[config.mk]
export PLATFORM = sky130hd
export DESIGN_NAME = universal_shift_reg
export DESIGN_NICKNAME = d
export VERILOG_FILES = /design/src/rtl/universal_shift_reg_pkg.sv /design/src/rtl/usr_cell.sv /design/src/rtl/universal_shift_reg.sv
export SDC_FILE = /design/constraint.sdc
export NUM_CORES = 1
export LEC_CHECK = 0
export CAP_MARGIN = 40
export CORE_AREA = 2 2 39 41
export CTS_CLUSTER_DIAMETER = 50
export DETAILED_ROUTE_END_ITERATION = 8
export DIE_AREA = 0 0 41 43
export PLACE_DENSITY = 0.6
export SLEW_MARGIN = 25
export SYNTH_ARGS = -nofsm -noshare
export SYNTH_HDL_FRONTEND = slang
export SYNTH_HIERARCHICAL = 1
export SYNTH_SLANG_ARGS = --single-unit
[constraint.sdc]
create_clock -name clk -period 1.9 [get_ports clk]
set_input_delay 0.38 -clock clk [delete_from_list [all_inputs] [get_ports clk]]
set_output_delay 0.38 -clock clk [all_outputs]
set_load 0.1 [all_outputs]
[src/rtl/universal_shift_reg_pkg.sv]
// rtl/universal_shift_reg_pkg.sv - mode encodings and default width for the universal shift register
package universal_shift_reg_pkg;
    localparam logic [1:0] MODE_HOLD = 2'b00;
    localparam logic [1:0] MODE_SHR  = 2'b01;
    localparam logic [1:0] MODE_SHL  = 2'b10;
    localparam logic [1:0] MODE_LOAD = 2'b11;

    localparam int USR_DEFAULT_N = 4;
endpackage

[src/rtl/usr_cell.sv]
// rtl/usr_cell.sv - one register bit: 4:1 mode mux into a falling-edge DFF with synchronous active-low clear
module usr_cell
    import universal_shift_reg_pkg::*;
(
    input  logic       clk,
    input  logic       clr,
    input  logic [1:0] mode,
    input  logic       d_hold,
    input  logic       d_shr,
    input  logic       d_shl,
    input  logic       d_load,
    output logic       q,
    output logic       qbar
);
    logic q_q;
    logic q_d;

    always_comb begin
        q_d = d_hold;
        case (mode)
            MODE_HOLD: q_d = d_hold;
            MODE_SHR:  q_d = d_shr;
            MODE_SHL:  q_d = d_shl;
            MODE_LOAD: q_d = d_load;
            default:   q_d = d_hold;
        endcase
    end

    // Falling edge matches the codebase DFF this register is built on.
    always_ff @(negedge clk) begin
        if (!clr) begin
            q_q <= 1'b0;
        end else begin
            q_q <= q_d;
        end
    end

    assign q    = q_q;
    assign qbar = ~q_q;
endmodule

[src/rtl/universal_shift_reg.sv]
// rtl/universal_shift_reg.sv - N-bit universal shift register (hold/shr/shl/load); USR_RING_EN adds ring rotation
module universal_shift_reg
    import universal_shift_reg_pkg::*;
#(
    parameter int N = USR_DEFAULT_N
) (
    input  logic         clk,
    input  logic         clr,
    input  logic [1:0]   mode,
    input  logic         sin_r,
    input  logic         sin_l,
`ifdef USR_RING_EN
    input  logic         ring,
`endif
    input  logic [N-1:0] d,
    output logic [N-1:0] q,
    output logic [N-1:0] qbar,
    output logic         sout_r,
    output logic         sout_l
);
    logic shr_in;
    logic shl_in;

`ifdef USR_RING_EN
    assign shr_in = ring ? q[0]   : sin_r;
    assign shl_in = ring ? q[N-1] : sin_l;
`else
    assign shr_in = sin_r;
    assign shl_in = sin_l;
`endif

    for (genvar i = 0; i < N; i++) begin : g_bit
        logic from_left;
        logic from_right;

        // Shift right pulls from the higher neighbour; shift left from the lower one.
        if (i == N-1) begin : g_top
            assign from_left = shr_in;
        end else begin : g_mid_r
            assign from_left = q[i+1];
        end
        if (i == 0) begin : g_bot
            assign from_right = shl_in;
        end else begin : g_mid_l
            assign from_right = q[i-1];
        end

        usr_cell u_cell (
            .clk    (clk),
            .clr    (clr),
            .mode   (mode),
            .d_hold (q[i]),
            .d_shr  (from_left),
            .d_shl  (from_right),
            .d_load (d[i]),
            .q      (q[i]),
            .qbar   (qbar[i])
        );
    end

    assign sout_r = q[0];
    assign sout_l = q[N-1];
endmodule

==> out/metrics.yaml, run 1 <==
cts_max_level: 1
grt_max_degree: 6
area_growth_pct: 134
busiest_layer: "met2"
drt-total-wl_um: 586
syn_inst: 24
final_util_pct: 43.1
crit_path_end_kind: "output port"
place.gp.congestion: 0.695
synth_edf_count: 0
initial_core_util_pct: 18.4
synth_top_area_cell: "mux4_2"
via_per_inst: 3.87
cp_max_fo: 5
ys_top_cells_by_area: "mux4_2 35%, dfxtp_1 31%, buf_4 12%, inv_1 12%, and2_1 9.8%"
avgSynthCellArea_sq_um: 10.6
antenna_left: 0
worst_pin_slew_ns: 0.160
io_pins: 20
synth-seq-area-share_pct: 31.4
synth_commonest_cells: "8 x inv_1, 4 x and2_1, 4 x buf_4, 4 x dfxtp_1, 4 x mux4_2"
dp_cells: 58
drive_gt1_share_pct: 75.6
num_vias: 236
clk_latency_ns: 0.29
worstPathCellList: "clkinvlp_4 > buf_12"
numCtsBuffers: 3
use_met2_pct: 11.3
track_usage_pct: 8.92
finalWorstSetupSlack_ns: -0.395
violations: "setup timing"
seqPwrFrac_pct: 22.9
vdd_drop_max_mv: 0.258
die_h_um: 43
syn_area_sq_um: 255
coreArea_sq_um: 1380
fp-row-count: 14
crit_slowest_cell: "dfxtp_4"
yosysMostFrequentCell: "inv_1"
r2r_slack_ns: 0.70
worstSetupPathType: "reg -> out"
syn_nets: 34
grt_overflow: 0
cts_tree: "done"
combPwrFrac_pct: 46.5
drc: 0
holdWs_ns: 0.761
met3_usage_pct: 4.71
dr.pass1.iters: 2
critPathLaunchType: "flip-flop"
cts_sinks: 4
outcome: "complete, but fails checks"
port_buffers: 19
grt_pass1_vias: 242
p_sw_uw: 188
yosys_register_bits: 4
hold_violations: 0
ys_warn_count: 6
finalPower_uw: 445
slew_violations: 0
clock-root-buffer: "clkbuf_4"
finalSetupViolCount: 10
wl_per_cell_um: 9.61
final_nets: 57
cap_violations: 0
largest_reg_flops: 4
n_antenna_cell: 0
die_x_um: 41
synth_cell_types: 5
antenna_found_initial: 0
rsz0062_at_grt: "yes"
dieArea_sq_um: 1760
intPower_uw: 257
p_clk_share_pct: 30.6
slew_headroom_pct: 89.3
switching_share_pct: 42.2
async_reset_ff_share_pct: 0
powerDensity_nw_per_um2: 745
cpPeakStageDelay_ns: 0.39
cp.arrival_ns: 1.91
p_leak_nw: 0.267
finalSetupTns_ns: -3.18
hold_path_class: "reg -> reg"
required_ns: 1.52
grt_pass1_wl_mm: 1.00
fin_cells: 61
ys.flop_type: "dfxtp_1"
fin_skew_ns: 0.00199
synth_top_area_share_pct: 35.3
clock_path_buffers: 2
clkTransAtPathRegs_ns: 0.03
drtIter0Drc: 3
use_met1_pct: 10.6
## repair_timing
| action | CTS | global route |
|---|---|---|
| pin swaps | 3 | 3 |
| hold endpoints to repair | 0 | 0 |
| setup endpoints to repair | 14 | 14 |
| setup buffers | 0 | 0 |
| hold buffers | 0 | 0 |
| gates resized for setup | 22 | 4 |
## placed cells by master, fill, tap and decap left out
cell type / n
and2_1: 3
and2_4: 1
buf_12: 10
buf_2: 3
buf_4: 3
buf_6: 1
clkbuf_2: 1
clkbuf_4: 3
clkdlybuf4s15_1: 2
clkdlybuf4s50_1: 1
clkinvlp_4: 4
dfxtp_4: 4
dlymetal6s2s_1: 1
inv_1: 4
mux4_2: 4
## power groups by stage
stage          clock network [mW]  registers [mW]  logic (mW)
2_1_floorplan              0.0262           0.121       0.113
3_3_place_gp               0.0262           0.104       0.211
3_5_place_dp               0.0262           0.104       0.212
4_1_cts                     0.145           0.102       0.208
5_1_grt                     0.150           0.103       0.214
6_report                    0.136           0.102       0.207
## metal layers
layer  wire, um  share of wire, %  up-vias
met3         42               7.2        0
met2        306                52       13
li1           -                 -      116
met4          0                 0        0
met5          0                 0        -
met1        236                40      107
## through the flow
step | setup slack [ns] | instance area (sq um)
floorplan | -0.476 | 295
global placement | -0.833 | 583
detailed placement | -0.835 | 583
CTS | -0.415 | 596
global route | -0.431 | 597
finish | -0.395 | 597
## kinds of logic (layout without fill, tap and decap cells)
family / after synthesis / count (layout) / synth area share, %
multiplexers: 4 / 4 / 35.3
buffers and inverters: 12 / 33 / 23.5
flip-flops: 4 / 4 / 31.4
AND/OR/NAND/NOR: 4 / 4 / 9.80
## cell type report
| cell class | instances | area (sq um) |
|---|---|---|
| Timing Repair Buffer | 22 | 297 |
| Multi-Input combinational cell | 8 | 118 |
| Clock buffer | 3 | 22.5 |
| Tap cell | 16 | 20.0 |
| Sequential cell | 4 | 95.1 |
| Clock inverter | 4 | 15.0 |
| Inverter | 4 | 30.0 |
| Fill cell | 130 | 787 |
## worst paths after layout
| path | cells past startpoint | start | endpoint |
|---|---|---|---|
| setup / recovery | 2 | g_bit[0].u_cell/q$_SDFF_NN0_ | qbar[0] |
| hold / removal | 2 | g_bit[0].u_cell/q$_SDFF_NN0_ | g_bit[1].u_cell/q$_SDFF_NN0_ |
| setup reg to reg | 3 | g_bit[3].u_cell/q$_SDFF_NN0_ | g_bit[2].u_cell/q$_SDFF_NN0_ |
| hold reg to reg | 2 | g_bit[0].u_cell/q$_SDFF_NN0_ | g_bit[1].u_cell/q$_SDFF_NN0_ |
## critical path: cells and delay by family (launching register included)
family / cells / cell delay, ns
buf+inv: 2 / 0.28
flops: 1 / 0.39
(Power assumes the default switching activity.)
==> run 2: changes to the inputs <==
--- a/config.mk
+++ b/config.mk
@@ -6,10 +6,10 @@
 export NUM_CORES = 1
 export LEC_CHECK = 0
 export CAP_MARGIN = 40
-export CORE_AREA = 2 2 39 41
+export CORE_AREA = 8 8 45 47
 export CTS_CLUSTER_DIAMETER = 50
 export DETAILED_ROUTE_END_ITERATION = 8
-export DIE_AREA = 0 0 41 43
+export DIE_AREA = 0 0 53 55
 export PLACE_DENSITY = 0.6
 export SLEW_MARGIN = 25
 export SYNTH_ARGS = -nofsm -noshare
==> run 2 against run 1 <==
The run still ends with setup timing left. Critical path type unchanged. Utilization fell by 0.18 points. First-iteration DRC count decreased by 33%. Highest routed layer unchanged. Sequential cell count unchanged. Critical endpoint is now qbar[3]. Largest cell class unchanged.
==> out/metrics.yaml, run 2 (synthesis results as in run 1) <==
violations: "setup timing"
finalPower_uw: 451
required_ns: 1.52
grt_max_degree: 6
cts_max_level: 1
worstSetupPathType: "reg -> out"
min_path_cells: 2
via_per_inst: 3.93
drtIter0Drc: 2
finalSetupTns_ns: -3.21
final_nets: 57
final_common_cell: "buf_12"
num_vias: 240
grt_pass1_vias: 262
finalSetupViolCount: 10
numCtsBuffers: 3
timing.rr.start: "g_bit[2].u_cell/q$_SDFF_NN0_"
largest_reg_flops: 4
finalWorstSetupSlack_ns: -0.390
track_usage_pct: 5.49
crit_path_end_kind: "output port"
outcome: "complete, but fails checks"
drt-total-wl_um: 716
io_pins: 20
rsz0062_at_grt: "yes"
hold_path_class: "reg -> reg"
antenna_found_initial: 0
vdd_drop_max_mv: 0.499
n_antenna_cell: 0
initial_core_util_pct: 18.4
clk_latency_ns: 0.30
cp.arrival_ns: 1.91
die_x_um: 53
fp-row-count: 14
worst_pin_slew_ns: 0.156
drc: 0
slew_violations: 0
dieArea_sq_um: 2920
grt_overflow: 0
cts_setup_buffers: 0
cts_sinks: 4
fin_skew_ns: 0.00711
dr.pass1.iters: 2
clkTransAtPathRegs_ns: 0.04
coreArea_sq_um: 1380
clock-root-buffer: "clkbuf_4"
final_area_sq_um: 594
hp-start: "g_bit[0].u_cell/q$_SDFF_NN0_"
final_util_pct: 42.9
dp_hpwl_um: 571
hold_buffers: 0
hold_violations: 0
cts_tree: "done"
holdWs_ns: 0.779
wl_per_cell_um: 11.7
p_leak_nw: 0.268
port_buffers: 19
grt_pass1_wl_mm: 1.07
place.gp.congestion: 0.706
drive_gt1_share_pct: 80.0
r2r-end: "g_bit[1].u_cell/q$_SDFF_NN0_"
area_growth_pct: 133
cap_violations: 0
antenna_left: 0
critPathLaunchType: "flip-flop"
die_h_um: 55
clock_path_buffers: 2
r2r_cells: 3
min_to: "g_bit[1].u_cell/q$_SDFF_NN0_"
r2r_slack_ns: 0.69
slew_headroom_pct: 89.6
placed_cell_area_sq_um: 583
powerDensity_nw_per_um2: 758
cp_max_fo: 4
most-common-layout-cells: "10 x buf_12, 4 x mux4_2, 4 x clkinvlp_4, 4 x inv_1, 4 x dfxtp_4"
-- run 2: area by class of cell --
| class | instances | area [sq um] |
|---|---|---|
| inverter | 4 | 30.0 |
| clock inverter | 4 | 15.0 |
| sequential | 4 | 95.1 |
| clock buffer | 3 | 22.5 |
| timing repair buffer | 22 | 292 |
| tap | 16 | 20.0 |
| fill | 135 | 790 |
| multi-input combinational | 8 | 120 |
-- run 2: worst max-delay path, stage by stage, from the launching register on --
cell and delay, ns:
dfxtp_4 0.39, clkinvlp_4 0.10, buf_12 0.17
-- run 2: metal layers --
metal	GRT usage, %	up-vias	part of all wire (%)
met3	8.56	0	20
li1	-	115	-
met5	0	-	0
met4	1.72	0	0
met1	4.30	107	36
met2	7.03	18	43
-- run 2: power by group --
| part | switching (mW) | internal, mW | total [mW] |
|---|---|---|---|
| clock network | 0.0572 | 0.0826 | 0.140 |
| logic | 0.123 | 0.0864 | 0.210 |
| registers | 0.0123 | 0.0891 | 0.101 |
-- run 2: worst max path at each step --
stage / from / to / cells after the start
global route: g_bit[0].u_cell/q$_SDFF_NN0_ / qbar[0] / 2
CTS: g_bit[0].u_cell/q$_SDFF_NN0_ / qbar[0] / 2
detailed placement: mode[0] / g_bit[1].u_cell/q$_SDFF_NN0_ / 3
global placement: mode[0] / g_bit[2].u_cell/q$_SDFF_NN0_ / 3
finish: g_bit[3].u_cell/q$_SDFF_NN0_ / qbar[3] / 2
floorplan: g_bit[3].u_cell/q$_SDFF_NN0_ / qbar[3] / 1
-- run 2: timing repair --
| item | 4_1_cts | 5_1_grt |
|---|---|---|
| endpoints found under the setup margin | 14 | 13 |
| pin swaps | 2 | 2 |
| cloned | 0 | 0 |
| resized for setup | 22 | 6 |
-- run 2: through the flow --
step                setup WS, ns  std cells
floorplan                 -0.476         24
global placement          -0.831         58
detailed placement        -0.829         58
CTS                       -0.403         61
global route              -0.429         61
finish                    -0.390         61
